File: src/rtl/cmp_sched_pkg.sv
// cmp_sched_pkg: shared FSM state encoding and default sizing for cmp_sched
package cmp_sched_pkg;
  typedef enum logic [1:0] {IDLE = 2'd0, CMP = 2'd1, RESP = 2'd2} state_t;
  localparam int NREQ_DEF = 4;
  localparam int W_DEF = 4;
endpackage

File: src/rtl/cmp_core.sv
// cmp_core: W-bit magnitude compare, two's complement when CMP_SCHED_SIGNED_EN is defined
module cmp_core #(
  parameter int W = 4
) (
  input  logic [W-1:0] a,
  input  logic [W-1:0] b,
  output logic         gt,
  output logic         eq,
  output logic         lt
);
  always_comb begin
`ifdef CMP_SCHED_SIGNED_EN
    gt = $signed(a) > $signed(b);
`else
    gt = a > b;
`endif
    eq = a == b;
    lt = !gt && !eq;
  end
endmodule

File: src/rtl/cmp_sched.sv
// cmp_sched: round-robin scheduler sharing one comparator; CMP_SCHED_SIGNED_EN selects signed compare
module cmp_sched
  import cmp_sched_pkg::*;
#(
  parameter int NREQ = NREQ_DEF,
  parameter int W = W_DEF,
  localparam int IW = NREQ > 1 ? $clog2(NREQ) : 1
) (
  input  logic            clk,
  input  logic            rst_n,
  input  logic [NREQ-1:0] req,
  input  logic [NREQ*W-1:0] a_in,
  input  logic [NREQ*W-1:0] b_in,
  output logic [NREQ-1:0] gnt,
  output logic            rsp_valid,
  input  logic            rsp_ready,
  output logic [IW-1:0]   rsp_id,
  output logic            rsp_gt,
  output logic            rsp_eq,
  output logic            rsp_lt,
  output logic            busy
);
  state_t state, nxt;
  logic [IW-1:0] rr_ptr, rr_nxt, win, win_hi, win_lo, id_q;
  logic hi_hit;
  logic [W-1:0] a_sel, b_sel, a_q, b_q;
  logic gt_c, eq_c, lt_c, gt_q, eq_q, lt_q;
  always_comb begin
    win_hi = '0;
    win_lo = '0;
    hi_hit = 1'b0;
    for (int i = NREQ - 1; i >= 0; i--) begin
      if (req[i]) win_lo = IW'(i);
      if (req[i] && i >= int'(rr_ptr)) begin
        win_hi = IW'(i);
        hi_hit = 1'b1;
      end
    end
  end
  assign win = hi_hit ? win_hi : win_lo;
  assign rr_nxt = (win == IW'(NREQ - 1)) ? '0 : win + 1'b1;
  always_comb begin
    a_sel = '0;
    b_sel = '0;
    for (int i = 0; i < NREQ; i++) begin
      if (IW'(i) == win) begin
        a_sel = a_in[i*W +: W];
        b_sel = b_in[i*W +: W];
      end
    end
  end
  cmp_core #(.W(W)) u_core (.a(a_q), .b(b_q), .gt(gt_c), .eq(eq_c), .lt(lt_c));
  always_ff @(posedge clk or negedge rst_n) begin
    if (!rst_n) state <= IDLE;
    else state <= nxt;
  end
  always_comb begin
    nxt = state == IDLE ? (|req ? CMP : IDLE) :
          state == CMP  ? RESP :
          (rsp_ready ? IDLE : RESP);
  end
  always_ff @(posedge clk or negedge rst_n) begin
    if (!rst_n) begin
      rr_ptr <= '0;
      id_q <= '0;
      a_q <= '0;
      b_q <= '0;
      rsp_id <= '0;
      gt_q <= 1'b0;
      eq_q <= 1'b0;
      lt_q <= 1'b0;
    end else begin
      if (state == IDLE && |req) begin
        a_q <= a_sel;
        b_q <= b_sel;
        id_q <= win;
        rr_ptr <= rr_nxt;
      end
      if (state == CMP) begin
        gt_q <= gt_c;
        eq_q <= eq_c;
        lt_q <= lt_c;
        rsp_id <= id_q;
      end
    end
  end
  assign gnt = state == CMP ? NREQ'(1) << id_q : '0;
  assign rsp_valid = state == RESP;
  assign rsp_gt = rsp_valid & gt_q;
  assign rsp_eq = rsp_valid & eq_q;
  assign rsp_lt = rsp_valid & lt_q;
  assign busy = state != IDLE;
endmodule

File: config.mk
export PLATFORM = sky130hd
export DESIGN_NAME = cmp_sched
export DESIGN_NICKNAME = d
export VERILOG_FILES = /design/src/rtl/cmp_sched_pkg.sv /design/src/rtl/cmp_core.sv /design/src/rtl/cmp_sched.sv
export SDC_FILE = /design/constraint.sdc
export NUM_CORES = 1
export LEC_CHECK = 0
export CAP_MARGIN = 5
export CORE_MARGIN = 1.5
export CORE_UTILIZATION = 38
export DETAILED_ROUTE_END_ITERATION = 6
export GPL_TIMING_DRIVEN = 0
export HOLD_SLACK_MARGIN = 0.08
export PLACE_DENSITY = 0.75
export SLEW_MARGIN = 5
export SYNTH_ARGS = -nofsm -noshare
export SYNTH_HDL_FRONTEND = slang
export SYNTH_HIERARCHICAL = 1
export SYNTH_SLANG_ARGS = --single-unit
File: constraint.sdc
create_clock -name clk -period 2.1 [get_ports clk]
set_clock_uncertainty 0.1 [all_clocks]
set_input_delay 0.21 -clock clk [delete_from_list [all_inputs] [get_ports clk]]
set_output_delay 0.21 -clock clk [all_outputs]
set_load 0.01 [all_outputs]
# == Word-level counts from Yosys, hierarchy flattened ==
# Index checks and enable logic that the tools add are counted.
# word_totals
regBits,19
wordCells,62
out_inout_bits,11
inputBits,39
# classes
n_addsub,1
n_lt_le_gt_ge,4
n_eq_ne,7
reduce_logical,11
shifts,1
mux,26
bitwise,3
# ops
op,count
4-bit 2-to-1 mux,9
2-bit 2-to-1 mux,12
1-bit logical AND,5
1-bit 2-to-1 mux,5
2-bit equality test (first input constant),2
2-bit equality test (second input constant),2
4-bit equality test,1
1-bit by 2-bit greater-or-equal comparator with 1-bit output (first input constant),2
4-bit greater-than comparator,1
2-bit zero test,2
4-bit OR reduction,1
1-bit by 2-bit left shift with 4-bit output (first input constant),1
1-bit AND,3
2-bit by 1-bit adder with 2-bit output (second input constant),1
1-bit by 2-bit equality test with 1-bit output (first input constant),1
2-bit by 1-bit equality test with 1-bit output (second input constant),1
2-bit greater-or-equal comparator (first input constant),1
1-bit zero test,2
2-bit nonzero test,1

# == Longest topological paths before layout ==
# logic_depth
depth_word,11
mapped_depth,8
mapped_depth_nobuf,8

# == By module ==
# The synthesis kept the hierarchy.
# by_module_without_submodules
mod,seq_area_each_um2,cells_each,n_inst,area_each_um2
cmp_sched,475.5,115,1,1104.8
cmp_core,0.0,17,1,108.9

# == Least setup slack after synthesis ==
# No wires, ideal clock.
# synth_path
kind,register to register
from,register rr_ptr[1]
to,register a_q[2]
stages_incl_launch_ff,9
arrival_ps,2088
n_path_buf,1
slack_ps,-220
setup_ps,132
required_ps,1868
period_less_slack_ps,2320
path_cell_list,dfrtp_1 -> a21bo_2 -> a221oi_2 -> inv_1 -> ha_1 -> or2_2 -> clkbuf_1 -> a211oi_1 -> o41ai_2
# synth_via
elab_chain_len,11
word_cells_on_any_way,21
cone_classes,3 x order compare; 3 x eq/ne; 11 x mux; 4 x reduce/logical
# synth_lines
element,line,text
start: declaration,cmp_sched.sv:24,"logic [IW-1:0] rr_ptr, rr_nxt, win, win_hi, win_lo, id_q;"
start signal: assignment,cmp_sched.sv:77,rr_ptr <= rr_nxt;
2-bit greater-or-equal comparator,cmp_sched.sv:34,if (req[i] && i >= int'(rr_ptr)) begin
1-bit logical AND,cmp_sched.sv:34,
2-bit 2-to-1 mux / 1-bit 2-to-1 mux (equally long branches) (3 in series),cmp_sched.sv:34,
2-bit 2-to-1 mux *,cmp_sched.sv:40,assign win = hi_hit ? win_hi : win_lo;
via win[0],cmp_sched.sv:24,
2-bit zero test,cmp_sched.sv:46,if (IW'(i) == win) begin
4-bit 2-to-1 mux (3 in series),cmp_sched.sv:46,
4-bit 2-to-1 mux *,cmp_sched.sv:46,
end signal: assignment,cmp_sched.sv:74,a_q <= a_sel;
end: declaration,cmp_sched.sv:26,"logic [W-1:0] a_sel, b_sel, a_q, b_q;"
# The timed path passes the listed nets; every way through them passes the cells marked *.
# A chain may end at the register's enable or synchronous reset.

# == Worst setup path in the final report ==
# layout_path
from,register rr_ptr[1]
to,register a_q[1]
# The elaborated chain is that of the path after synthesis.

==> impl_metrics.ini <==
[run_status]
status = finished with violations
violations = setup timing

[final_layout]
layout.nets = 235
fillers = 272
multiInputGateArea_um2 = 867
area_growth_syn_to_layout_pct = 67.7
drive_gt1_frac = 0.241
antenna_cells = 0
regArea_um2 = 480
utilization = 0.667

[floorplan]
design.die.area_mm2 = 0.00354
ios = 50
row_count = 20
fp.dieH_um = 59.5
start_util = 0.398
core_area_mm2 = 0.00305
die_w_um = 59.5

[pwr]
powerDensity_mw_per_mm2 = 1250
leakage_nw = 0.844
ir_drop_v = 0.000758

[routing]
post-route-drc-count = 0
ant_nets = 0
post_drt_wl_per_cell_um = 14.2
vias_per_cell = 5.30
totalWireLength_um = 3280
first_pass_iters = 5
vias = 1224
drtIter0Drc = 66

[sta]
setup_slack_ns = -0.101
tightest_slew_ns = 0.852
fin_crit_ns = 2.20
setup-violations-final = 8
rsz0062_at_grt = true
fin_crit_sh = 1.05
slew_violations = 0
finalHoldViolCount = 0
relSlewSlack = 0.430
tns_ns = -0.633
fmax_mhz = 454

[synth]
synth_largest_type_area_fraction = 0.392
synth_edf_count = 0
synth.largest_area_cell = dfrtp_1
synth_common_cells = dfrtp_1, nand2_1, o21ai_0
ys_ff_latch = 19
syn_avg_cell_area_um2 = 9.19
synth_area_leaders = dfrtp_1, ha_1, nand2_1
netlist_instances = 132
synth.yosys.seq_area_share = 0.392
async_reset_ff_frac = 1.00
synth_nets = 179
yosysUniqueCellTypes = 33
synth.most_common_cell = dfrtp_1
ys.flop_type = dfrtp_1
syn_area_mm2 = 0.00121
ys_warn_count = 6

[setup_path]
rr_startpoint = rr_ptr[1]
critPathLaunchType = flip-flop
cp-end-kind = flip-flop
worstPathArrival_ns = 2.28
startpoint = rr_ptr[1]
cp_max_fo = 8
crit_type = reg2reg
required_ns = 2.17

[clock_network]
clk_pin_slew_ns = 0.11
cts_hold_buf = 0
clkLatencyLatePin_ns = 0.29
cts_made_buffers = 3
htree_num_levels = 1
clock_path_buffers = 2
tritoncts = built
cts.sinks = 19
cts_root_buffer = clkbuf_4

[grt]
grt_remaining_overflow = 0
grt_max_degree = 20
grt_pass1_vias = 1219
grt_pass1_wl_um = 5370
track_usage = 0.198
antenna_found_initial = 0

[job]
cap_violations = 0

[placement]
gp_congestion = 0.740
port-buffer-count = 49
hpwl_um = 2500

[min_path]
hold_path_class = in2async
[stage by stage]
stage | cells | cell area (um2) | hold slack, ns | worst slack [ns] | total power [mW]
2_1_floorplan | 132 | 1300 | -0.186 | 0.000324 | 1.65
3_3_place_gp | 225 | 1850 | 0.349 | -0.497 | 2.05
3_5_place_dp | 225 | 1850 | 0.355 | -0.558 | 2.11
4_1_cts | 231 | 1990 | 0.324 | -0.0760 | 2.45
5_1_grt | 231 | 2040 | 0.375 | -0.191 | 2.76
6_report | 231 | 2040 | 0.292 | -0.101 | 2.54
[routing by layer]
metal  track usage  routed length (um)  vias up
li1              -                   -      596
met5             0                   0        -
met2         0.361                1730       49
met3        0.0218                 155        2
met4        0.0603                  25        0
met1         0.241                1370      577
[power breakdown]
| part | internal [mW] | total (mW) | switching (mW) |
|---|---|---|---|
| logic | 0.849 | 1.65 | 0.806 |
| registers | 0.551 | 0.707 | 0.156 |
| clock network | 0.0707 | 0.182 | 0.111 |
[sequential cells by signal, indices dropped and copies added (netlist names)]
name and cells:
lt_q 1, rsp_id 2, rr_ptr 2, state 2, gt_q 1, b_q 4, id_q 2, eq_q 1
a_q 4
[cells by family (layout without fill, tap and decap cells)]
group / Yosys count / count (layout) / synth area share
flip-flops: 19 / 19 / 0.392
AND/OR/NAND/NOR: 44 / 44 / 0.186
adder cells (fa/ha/maj): 8 / 8 / 0.0825
AO/OA/AOI/OAI: 43 / 43 / 0.261
buffers and inverters: 15 / 70 / 0.0526
multiplexers: 3 / 3 / 0.0268
[path summary, 6_finish.rpt]
path                              to  slack (ns)  cells after the start
min                        rsp_id[0]        0.29                      1
max reg2reg                   a_q[1]       -0.10                      7
max in group asynchronous   state[0]        1.03                      1
min in group clk                eq_q        0.38                      2
max                           a_q[1]       -0.10                      7
min reg2reg                     eq_q        0.38                      2
[layout make-up]
| type | count | area share |
|---|---|---|
| Sequential cell | 19 | 0.236 |
| Buffer | 4 | 0.0166 |
| Clock buffer | 3 | 0.0111 |
| Inverter | 9 | 0.0166 |
| Clock inverter | 1 | 0.00246 |
| Tap cell | 44 | 0.0270 |
| Timing Repair Buffer | 53 | 0.264 |
| Multi-Input combinational cell | 98 | 0.426 |
[layout by cell type, fill, tap and decap left out, types with 2 or more instances in the layout]
cell and instances:
nor2b_4 2, nor2_1 4, ha_1 6, a21oi_2 2, buf_6 2, mux2_2 2
dfrtp_2 4, nand2_1 17, o22ai_1 7, or2_1 2, o31ai_1 7, dfrtp_1 15
o41ai_2 2, buf_4 2, clkdlybuf4s50_1 47, and2_1 3, clkbuf_4 3, nor2b_1 2
inv_1 8, a221oi_2 3, o21ai_0 11, a221oi_4 5
[critical path: stages, from the launching register on]
cell      delay [ns]
dfrtp_2         0.49
a21bo_4         0.24
a221oi_4        0.33
inv_2           0.11
ha_4            0.18
or2_4           0.30
a221oi_4        0.22
o31ai_1         0.11
[repair_timing]
item | in CTS | in global routing
setup buffers | 4 | 0
hold endpoints to repair | 0 | 0
pin swaps | 8 | 4
gates resized for setup | 18 | 12
endpoints found under the setup margin | 10 | 12
(Power assumes the default switching activity.)
